## src/rtl/rv32i_types.sv

```systemverilog
// Shared RV32 type definitions; M-extension op encoding and operand-signedness helpers.
package rv32i_types;

    typedef enum logic [2:0] {
        M_MUL    = 3'd0,
        M_MULH   = 3'd1,
        M_MULHSU = 3'd2,
        M_MULHU  = 3'd3,
        M_DIV    = 3'd4,
        M_DIVU   = 3'd5,
        M_REM    = 3'd6,
        M_REMU   = 3'd7
    } m_funct3_t;

    function automatic logic a_is_signed(input m_funct3_t op);
        return op inside {M_MUL, M_MULH, M_MULHSU, M_DIV, M_REM};
    endfunction

    function automatic logic b_is_signed(input m_funct3_t op);
        return op inside {M_MUL, M_MULH, M_DIV, M_REM};
    endfunction

    function automatic logic is_div_op(input m_funct3_t op);
        return op inside {M_DIV, M_DIVU, M_REM, M_REMU};
    endfunction

endpackage

```

## src/rtl/muldiv_core.sv

```systemverilog
// Iterative magnitude datapath: radix-2 shift-add multiply or restoring divide,
// one bit per enabled step. The accumulator holds {hi, lo} = {partial/rem, multiplier/quotient}.
module muldiv_core #(
    parameter int unsigned WIDTH = 32
) (
    input  logic                 clk,
    input  logic                 rst,
    input  logic                 load,
    input  logic                 step,
    input  logic                 div_mode,
    input  logic [WIDTH-1:0]     init_lo,
    input  logic [WIDTH-1:0]     init_op,
    output logic [2*WIDTH-1:0]   acc_next_c
);

    logic [2*WIDTH-1:0] acc;
    logic [WIDTH-1:0]   opnd;
    logic               div_q;
    logic [WIDTH:0]     sum;
    logic [WIDTH:0]     shifted;
    logic [WIDTH:0]     diff;

    // Value the accumulator takes after one more iteration
    always_comb begin
        sum     = {1'b0, acc[2*WIDTH-1:WIDTH]} + (acc[0] ? {1'b0, opnd} : '0);
        shifted = {acc[2*WIDTH-1:WIDTH], acc[WIDTH-1]};
        diff    = shifted - {1'b0, opnd};
        acc_next_c = {sum, acc[WIDTH-1:1]};
        if (div_q) begin
            if (!diff[WIDTH]) begin
                acc_next_c = {diff[WIDTH-1:0], acc[WIDTH-2:0], 1'b1};
            end else begin
                acc_next_c = {shifted[WIDTH-1:0], acc[WIDTH-2:0], 1'b0};
            end
        end
    end

    always_ff @(posedge clk) begin
        if (rst) begin
            acc   <= '0;
            opnd  <= '0;
            div_q <= 1'b0;
        end else if (load) begin
            acc   <= {{WIDTH{1'b0}}, init_lo};
            opnd  <= init_op;
            div_q <= div_mode;
        end else if (step) begin
            acc   <= acc_next_c;
        end
    end

endmodule

```

## src/rtl/muldiv_unit.sv

```systemverilog
// RV32M multiply/divide unit: control FSM, special-case shortcut and sign
// correction around the iterative muldiv_core datapath.
module muldiv_unit
    import rv32i_types::*;
#(
    parameter int unsigned WIDTH = 32
) (
    input  logic             clk,
    input  logic             rst,
    input  logic             start,
    input  logic [2:0]       funct3,
    input  logic [WIDTH-1:0] a,
    input  logic [WIDTH-1:0] b,
    input  logic             flush,
    output logic             busy,
    output logic             done,
    output logic [WIDTH-1:0] result
);

    localparam int unsigned CW = $clog2(WIDTH) + 1;
    localparam logic [WIDTH-1:0] MOST_NEG = {1'b1, {(WIDTH-1){1'b0}}};

    typedef enum logic [1:0] {S_IDLE, S_BUSY, S_DONE} state_t;

    state_t            state, state_d;
    logic [CW-1:0]     cnt, cnt_d;
    m_funct3_t         op, op_d, req_op;
    logic              a_neg_q, b_neg_q, a_neg_d, b_neg_d;
    logic [WIDTH-1:0]  result_d;
    logic [WIDTH-1:0]  a_mag, b_mag, special_res, fixed_res;
    logic [2*WIDTH-1:0] prod, acc_next_c;
    logic              special, load_c, step_c;
    logic [WIDTH-1:0]  init_lo_c, init_op_c;

    muldiv_core #(.WIDTH(WIDTH)) u_core (
        .clk        (clk),
        .rst        (rst),
        .load       (load_c),
        .step       (step_c),
        .div_mode   (is_div_op(req_op)),
        .init_lo    (init_lo_c),
        .init_op    (init_op_c),
        .acc_next_c (acc_next_c)
    );

    always_comb begin
        req_op = m_funct3_t'(funct3);
        a_mag  = (a_is_signed(req_op) && a[WIDTH-1]) ? -a : a;
        b_mag  = (b_is_signed(req_op) && b[WIDTH-1]) ? -b : b;
        a_neg_d = a_is_signed(req_op) && a[WIDTH-1];
        b_neg_d = b_is_signed(req_op) && b[WIDTH-1];
        init_lo_c = is_div_op(req_op) ? a_mag : b_mag;
        init_op_c = is_div_op(req_op) ? b_mag : a_mag;

        // Divide-by-zero and signed overflow finish without iterating
        special     = 1'b0;
        special_res = '0;
        if (is_div_op(req_op)) begin
            if (b == '0) begin
                special     = 1'b1;
                special_res = (req_op inside {M_DIV, M_DIVU}) ? '1 : a;
            end else if (b_is_signed(req_op) && a == MOST_NEG && b == '1) begin
                special     = 1'b1;
                special_res = (req_op == M_DIV) ? a : '0;
            end
        end

        // Sign-corrected result from the final iteration's accumulator
        prod      = (a_neg_q ^ b_neg_q) ? -acc_next_c : acc_next_c;
        fixed_res = (op == M_MUL) ? prod[WIDTH-1:0] : prod[2*WIDTH-1:WIDTH];
        if (op inside {M_DIV, M_DIVU}) begin
            fixed_res = (a_neg_q ^ b_neg_q) ? -acc_next_c[WIDTH-1:0] : acc_next_c[WIDTH-1:0];
        end else if (op inside {M_REM, M_REMU}) begin
            fixed_res = a_neg_q ? -acc_next_c[2*WIDTH-1:WIDTH] : acc_next_c[2*WIDTH-1:WIDTH];
        end

        state_d  = state;
        cnt_d    = cnt;
        op_d     = op;
        result_d = result;
        load_c   = 1'b0;
        step_c   = 1'b0;
        case (state)
            S_IDLE: begin
                if (start && !flush) begin
                    op_d   = req_op;
                    cnt_d  = '0;
                    load_c = 1'b1;
                    if (special) begin
                        state_d  = S_DONE;
                        result_d = special_res;
                    end else begin
                        state_d  = S_BUSY;
                    end
                end
            end
            S_BUSY: begin
                if (flush) begin
                    state_d = S_IDLE;
                end else begin
                    step_c = 1'b1;
                    cnt_d  = cnt + CW'(1);
                    if (cnt == CW'(WIDTH - 1)) begin
                        state_d  = S_DONE;
                        result_d = fixed_res;
                    end
                end
            end
            default: state_d = S_IDLE;
        endcase
    end

    always_ff @(posedge clk) begin
        if (rst) begin
            state   <= S_IDLE;
            cnt     <= '0;
            op      <= M_MUL;
            a_neg_q <= 1'b0;
            b_neg_q <= 1'b0;
            result  <= '0;
            busy    <= 1'b0;
            done    <= 1'b0;
        end else begin
            state   <= state_d;
            cnt     <= cnt_d;
            op      <= op_d;
            result  <= result_d;
            busy    <= (state_d != S_IDLE);
            done    <= (state_d == S_DONE);
            if (load_c) begin
                a_neg_q <= a_neg_d;
                b_neg_q <= b_neg_d;
            end
        end
    end

endmodule

```

## config.mk

```make
export PLATFORM = sky130hd
export DESIGN_NAME = muldiv_unit
export DESIGN_NICKNAME = d
export VERILOG_FILES = /design/src/rtl/rv32i_types.sv /design/src/rtl/muldiv_core.sv /design/src/rtl/muldiv_unit.sv
export SDC_FILE = /design/constraint.sdc
export NUM_CORES = 1
export LEC_CHECK = 0
export ABC_AREA = 1
export BUFFER_PORTS_ARGS = -buffer_cell sky130_fd_sc_hd__buf_2
export CAP_MARGIN = 20
export CELL_PAD_IN_SITES_DETAIL_PLACEMENT = 0
export CELL_PAD_IN_SITES_GLOBAL_PLACEMENT = 1
export CORE_MARGIN = 5
export CORE_UTILIZATION = 46
export DETAILED_ROUTE_END_ITERATION = 10
export PLACE_DENSITY_LB_ADDON = 0.3
export SLEW_MARGIN = 10
export SYNTH_ARGS = -nofsm -noshare
export SYNTH_HDL_FRONTEND = slang
export SYNTH_HIERARCHICAL = 1
export SYNTH_SLANG_ARGS = --single-unit
```

## constraint.sdc

```tcl
create_clock -name clk -period 9.87 [get_ports clk]
set_input_delay 0.4935 -clock clk [delete_from_list [all_inputs] [get_ports clk]]
set_output_delay 0.4935 -clock clk [all_outputs]
set_load 0.005 [all_outputs]
```

== Yosys cells after proc, flatten, opt, wreduce, memory -nomap -nowiden ==
Cells that the tools add are included.
Operators by class
  reduce and logical (&&, ||, !) cells: 23
  muxes and demuxes: 40
  bitwise gates (word level): 1
  equality and inequality tests: 19
  $add $sub $neg: 8
Operator list (count)
  32-bit 2-to-1 mux: 21
  64-bit 2-to-1 mux: 3
  32-bit negator: 4
  32-bit equality test, second input constant: 2
  64-bit negator: 1
  32-bit one-hot mux with 2 select lines: 1
  32-bit by 32-bit adder with 33-bit output: 1
  33-bit by 32-bit subtractor with 33-bit output: 1
  32-bit logical NOT: 1
  3-bit equality test, second input constant: 8
  6-bit 2-to-1 mux: 2
  6-bit one-hot mux with 2 select lines: 1
  2-bit nonzero test: 6
  2-bit 2-to-1 mux: 4
  2-bit != test, second input constant: 4
  4-bit nonzero test: 2
  1-bit 2-to-1 mux: 7
  6-bit by 1-bit adder with 6-bit output, second input constant: 1
  6-bit by 5-bit equality test with 1-bit output, second input constant: 1
  3-bit logical NOT: 2
  1-bit logical AND: 5
  5-bit AND reduction: 1
  5-bit nonzero test: 1
  2-bit one-hot mux with 2 select lines: 1
  other kinds (10): 10
Word-level totals
  input port bits: 71
  register bits: 144
  word-level logic and storage cells: 103
  output and inout port bits: 34

== Longest topological paths before layout ==
  depth in word-level cells: 11
  depth in mapped cells: 32
  gate-level depth less buffers: 32

== Modules after synthesis ==
The synthesis kept the hierarchy.
Modules (own cells, without submodules)
  muldiv_core: area each 9993.3 sq um, times used 1, cells each 1815, sequential area each 1941.9 sq um
  muldiv_unit: area each 9200.1 sq um, times used 1, cells each 1839, sequential area each 940.9 sq um

== Worst setup path before layout ==
No wires, ideal clock.
  kind: register -> register
  start point: register u_core.acc[31]
  end point: register result[28]
  library setup time: 70 ps
  data required time: 9800 ps
  cell stages (with the launch flop): 31
  slack: 6448 ps
  clock period less this slack: 3422 ps
  buffers on the path: 1
  arrival: 3352 ps
  cell sequence: dfxtp_1 inv_1 ha_1 fa_1 inv_1 nand2_1 nand2_1 nand3_1 nand2_2 nand2_2 nand2_2 nand2_4 nand3_1 buf_4 nand3_1 nand3_1 nand2_1 inv_1 ha_1 nand2_1 nor2_2 inv_1 o21ai_2 nand2_1 nand2_1 nand2_1 o21ai_1 inv_1 nand2_1 nand2_1 a21oi_1
On the way
  longest elaborated chain between the ends: 11
  elaborated cells on any way between the ends: 15
  classes of those cells: add/sub (4); mux (11)
Ends and longest elaborated chain
  from (decl): line muldiv_core.sv:16  | logic [2*WIDTH-1:0] acc;
  from (signal assigned): line muldiv_core.sv:44  | acc <= {{WIDTH{1'b0}}, init_lo};
  from (signal assigned): line muldiv_core.sv:48  | acc <= acc_next_c;
  33-bit by 32-bit subtractor with 33-bit output: line muldiv_core.sv:27  | diff = shifted - {1'b0, opnd};
  64-bit 2-to-1 mux (*): line muldiv_core.sv:30  | if (!diff[WIDTH]) begin
  64-bit 2-to-1 mux (*): line muldiv_core.sv:29  | if (div_q) begin
  via acc_next_c[32]: line muldiv_unit.sv:31  | logic [2*WIDTH-1:0] prod, acc_next_c;
  64-bit negator: line muldiv_unit.sv:69  | prod = (a_neg_q ^ b_neg_q) ? -acc_next_c : acc_next_c;
  64-bit 2-to-1 mux: line muldiv_unit.sv:69
  32-bit 2-to-1 mux: line muldiv_unit.sv:70  | fixed_res = (op == M_MUL) ? prod[WIDTH-1:0] : prod[2*WIDTH-1:WIDTH];
  32-bit 2-to-1 mux (*): line muldiv_unit.sv:73  | end else if (op inside {M_REM, M_REMU}) begin
  32-bit 2-to-1 mux (*): line muldiv_unit.sv:71  | if (op inside {M_DIV, M_DIVU}) begin
  32-bit 2-to-1 mux (*): line muldiv_unit.sv:103  | if (cnt == CW'(WIDTH - 1)) begin
  32-bit 2-to-1 mux (*): line muldiv_unit.sv:98  | if (flush) begin
  32-bit one-hot mux with 2 select lines (*): line muldiv_unit.sv:83  | case (state)
  to (signal assigned): line muldiv_unit.sv:127  | result <= result_d;
  to (decl): line muldiv_unit.sv:17  | output logic [WIDTH-1:0] result
The timed path passes the listed nets; every way through them passes the cells marked *. The select of a mux whose other input is x is not followed.
A chain may end at the register's enable or synchronous reset.

== Worst setup path after layout ==
  start point: register u_core.acc[0]
  end point: register result[22]
On the way
  longest elaborated chain between the ends: 11
  elaborated cells on any way between the ends: 16
  classes of those cells: add/sub (4); mux (12)
Ends and longest elaborated chain
  32-bit 2-to-1 mux (*): line muldiv_core.sv:25  | sum = {1'b0, acc[2*WIDTH-1:WIDTH]} + (acc[0] ? {1'b0, opnd} : '0);
  32-bit by 32-bit adder with 33-bit output (*): line muldiv_core.sv:25
  64-bit 2-to-1 mux (*): line muldiv_core.sv:29
  via acc_next_c[45]: line muldiv_unit.sv:31
  64-bit negator: line muldiv_unit.sv:69
  64-bit 2-to-1 mux: line muldiv_unit.sv:69
  32-bit 2-to-1 mux: line muldiv_unit.sv:70
  32-bit 2-to-1 mux (*): line muldiv_unit.sv:73
  32-bit 2-to-1 mux (*): line muldiv_unit.sv:71
  32-bit 2-to-1 mux (*): line muldiv_unit.sv:103
  32-bit 2-to-1 mux (*): line muldiv_unit.sv:98
  32-bit one-hot mux with 2 select lines (*): line muldiv_unit.sv:83
Marked as above.

==> impl_metrics.csv <==
group,metric,value,unit
status,status,"finished clean",
sta,worstMarginPinSlew,1.11,ns
global_routing,antenna_found_initial,0,
drt,antenna_left,0,
synth,synth_flop_cell,"dfxtp_1",
synth,seq_area_frac_synth,15.0,%
clock_network,post-cts-setup-buffer-count,0,
sta,clock_skew,0.0160,ns
synth,synth_fp_nets,3797,
drt,wire_per_inst,20.9,um
cells_and_area,fin_nets,3820,
placed_design,dp_hpwl,72000,um
sta,final_hold_viol_count,0,
floorplan,die_w,214,um
synth,synth_cell_type_count,54,
global_routing,grt_max_degree,75,
floorplan,start_util,46.8,%
drt,drt-vias-per-instance,5.73,
pwr,ir_worst_vdd,0.0876,mV
floorplan,die_area,45900,um2
placed_design,dp.cells,4190,
sta,setup_ws,5.00,ns
sta,max_freq,205,MHz
setup_path,arrival,5.27,ns
clock_network,cts_made_buffers,17,
placed_design,gp_congestion,1.06,
setup_path,required,10.27,ns
setup_path,crit_type,"flip-flop to flip-flop",
clock_network,htree_levels,4,
global_routing,grt_pass1_wl,131000,um
sta,holdWs,0.413,ns
cells_and_area,fin_util,50.3,%
synth,synth_top_area_share,24.3,%
clock_network,tritoncts,"yes",
floorplan,die-height,214,um
drt,wl,88300,um
setup_path,cpMostUsedCell,"nand2_1",
setup_path,worstSetupStartpointType,"flip-flop",
pwr,p_leak,11.1,nW
synth,syn_inst,3654,
setup_path,crit_start,"u_core/acc[0]",
clock_network,clkTransAtPathRegs,0.07,ns
synth,yosys-top-cells-area,"nand2_1, dfxtp_1, inv_1",
sta,slew_viol_final,0,
placed_design,place_area,20000,um2
setup_path,cp_cell_sequence,"buf_4 > nand2_1 > inv_1 > ha_1 > a21oi_1 > o21ai_0 > a21oi_1 > nand2_1 > o21ai_0 > nand2_1 > inv_1 > nand3_1 > nor2_1 > nand2_1 > o21ai_0 > nand2_1 > nand2_1 > nand2_1 > o21ai_0 > a21oi_1 > nor2_1",
worst_hold_path,hold_start,"funct3[0]",
setup_path,path_max_fanout,32,
synth,synth_area_per_cell,5.25,um2
setup_path,critPathTopFamily,"compound AO/OA/AOI/OAI gates",
cells_and_area,final_cell_count_no_fill,4222,
global_routing,grt_pass1_vias,21770,
floorplan,core_region_area,41000,um2
synth,syn-cell-area,19200,um2
cells_and_area,area_growth,7.50,%
global_routing,grtUsageTotal,36.4,%
job,drv_cap,0,
sta,post-route-min-period,4.87,ns
clock_network,cts_buffer_depth,2,
floorplan,fp-row-count,74,
sta,setup_tns,0,ns
clock_network,clkLatencyLatePin,0.46,ns
cells_and_area,stdcell_area,20600,um2
drt,drt_iter0_markers,3372,
sta,finalSetupViolCount,0,
clock_network,cts-root-buf,"clkbuf_16",
cells_and_area,layout-drive-gt1-share,7.75,%
synth,synth-seq-cells,144,
sta,fin_crit_sh,49.3,%
synth,synth_top_area_cell,"nand2_1",
setup_path,crit_buf_inv,3,
sta,slew-limit-headroom,25.5,%
placed_design,dp_slack,5.26,ns
drt,via_count,24201,
worst_hold_path,hold_path_class,"input port to flip-flop",
setup_path,setup.worst_path.end_class,"flip-flop",
synth,yosysWarnings,6,
drt,drc,0,
setup_path,max_stage_delay,0.45,ns
pwr,finalPower,2.68,mW
pwr,powerDensity,130,nW/um2
setup_path,reg2reg_from,"u_core/acc[0]",
synth,async_flop_share,0,%
sta,rsz0062_at_grt,"false",
drt,drtPass1Iterations,9,
floorplan,ios,105,
clock_network,cts_resized,0,
global_routing,globalRouteOverflowTotal,0,
synth,synth_edf_count,0,
cells_and_area,diodes,0,
placed_design,port_buffers,104,
clock_network,postCtsHoldBufs,0,
setup_path,slowest_stage,"o21ai_0",
clock_network,cts.sinks,144,
==> report_power, final <==
group | internal [mW] | switching (mW) | total (mW) | leakage (nW)
clock network | 0.429 | 0.286 | 0.715 | 0.302
logic | 0.360 | 0.974 | 1.33 | 9.60
registers | 0.609 | 0.0224 | 0.632 | 1.17
==> state kept, by name (all words and copies together), names as in the netlist <==
name	cells
busy	1
result	32
a_neg_q	1
state	2
b_neg_q	1
cnt	6
done	1
u_core/div_q	1
u_core/opnd	32
u_core/acc	64
op	3
==> Yosys cell counts (34+ instances only) <==
library cell	number
a21oi_1	161
o21ai_0	211
nand4_1	37
clkbuf_1	76
nand3_1	314
xor2_1	63
nor2_1	414
ha_1	70
nor3_1	34
inv_1	546
dfxtp_1	144
nand2_1	1241
==> placed cells by master (no fill, tap or decap), drive strengths merged <==
cell	instances
a211oi	33
a21boi	2
a21o	5
a21oi	167
a22oi	1
a31oi	32
and2	7
and3	3
buf	129
bufinv	4
clkbuf	18
clkinv	10
clkinvlp	3
dfxtp	144
fa	2
ha	70
inv	566
nand2	1273
nand3	329
nand3b	17
nand4	38
nor2	442
nor3	40
nor3b	3
nor4	5
o211ai	9
o21a	3
o21ai	231
o21bai	5
or2	7
or3	1
xnor2	28
xor2	63
==> final timing paths <==
check	endpoint	slack, ns	cells past startpoint
worst max-delay path	result[22]	5.00	21
worst min-delay path	op[0]	0.41	3
worst max register to register	result[22]	5.00	21
worst min register to register	u_core/acc[3]	0.49	2
==> logic make-up (layout without fill, tap and decap cells) <==
| family | after synthesis | in the layout | share of synthesized area [%] |
|---|---|---|---|
| flip-flops | 144 | 144 | 15.0 |
| XOR/XNOR | 91 | 91 | 4.15 |
| adder cells (fa/ha/maj) | 72 | 72 | 4.77 |
| AO/OA/AOI/OAI | 488 | 488 | 14.0 |
| buffers and inverters | 694 | 730 | 14.1 |
| AND/OR/NAND/NOR | 2165 | 2165 | 47.9 |
==> area by class of cell <==
class	instances	area [um2]
fillers	4592	20400
multi-input cells	2816	13600
flip-flops and latches	144	2880
inverters	569	2140
repair buffers	129	708
well taps	532	666
clock buffers	18	439
clock inverters	14	189
==> routing by layer <==
metal,vias up,track usage (%),wire length [um]
li1,11528,-,-
met1,11039,53.4,38700
met2,1458,51.6,35200
met3,176,9.09,11000
met4,0,12.7,3420
met5,-,0,0
==> worst min-delay path: stages <==
cell,delay [ns]
buf_2,0.16
o21ai_0,0.10
nor2_1,0.08
Power figures use the tool's default switching activity.
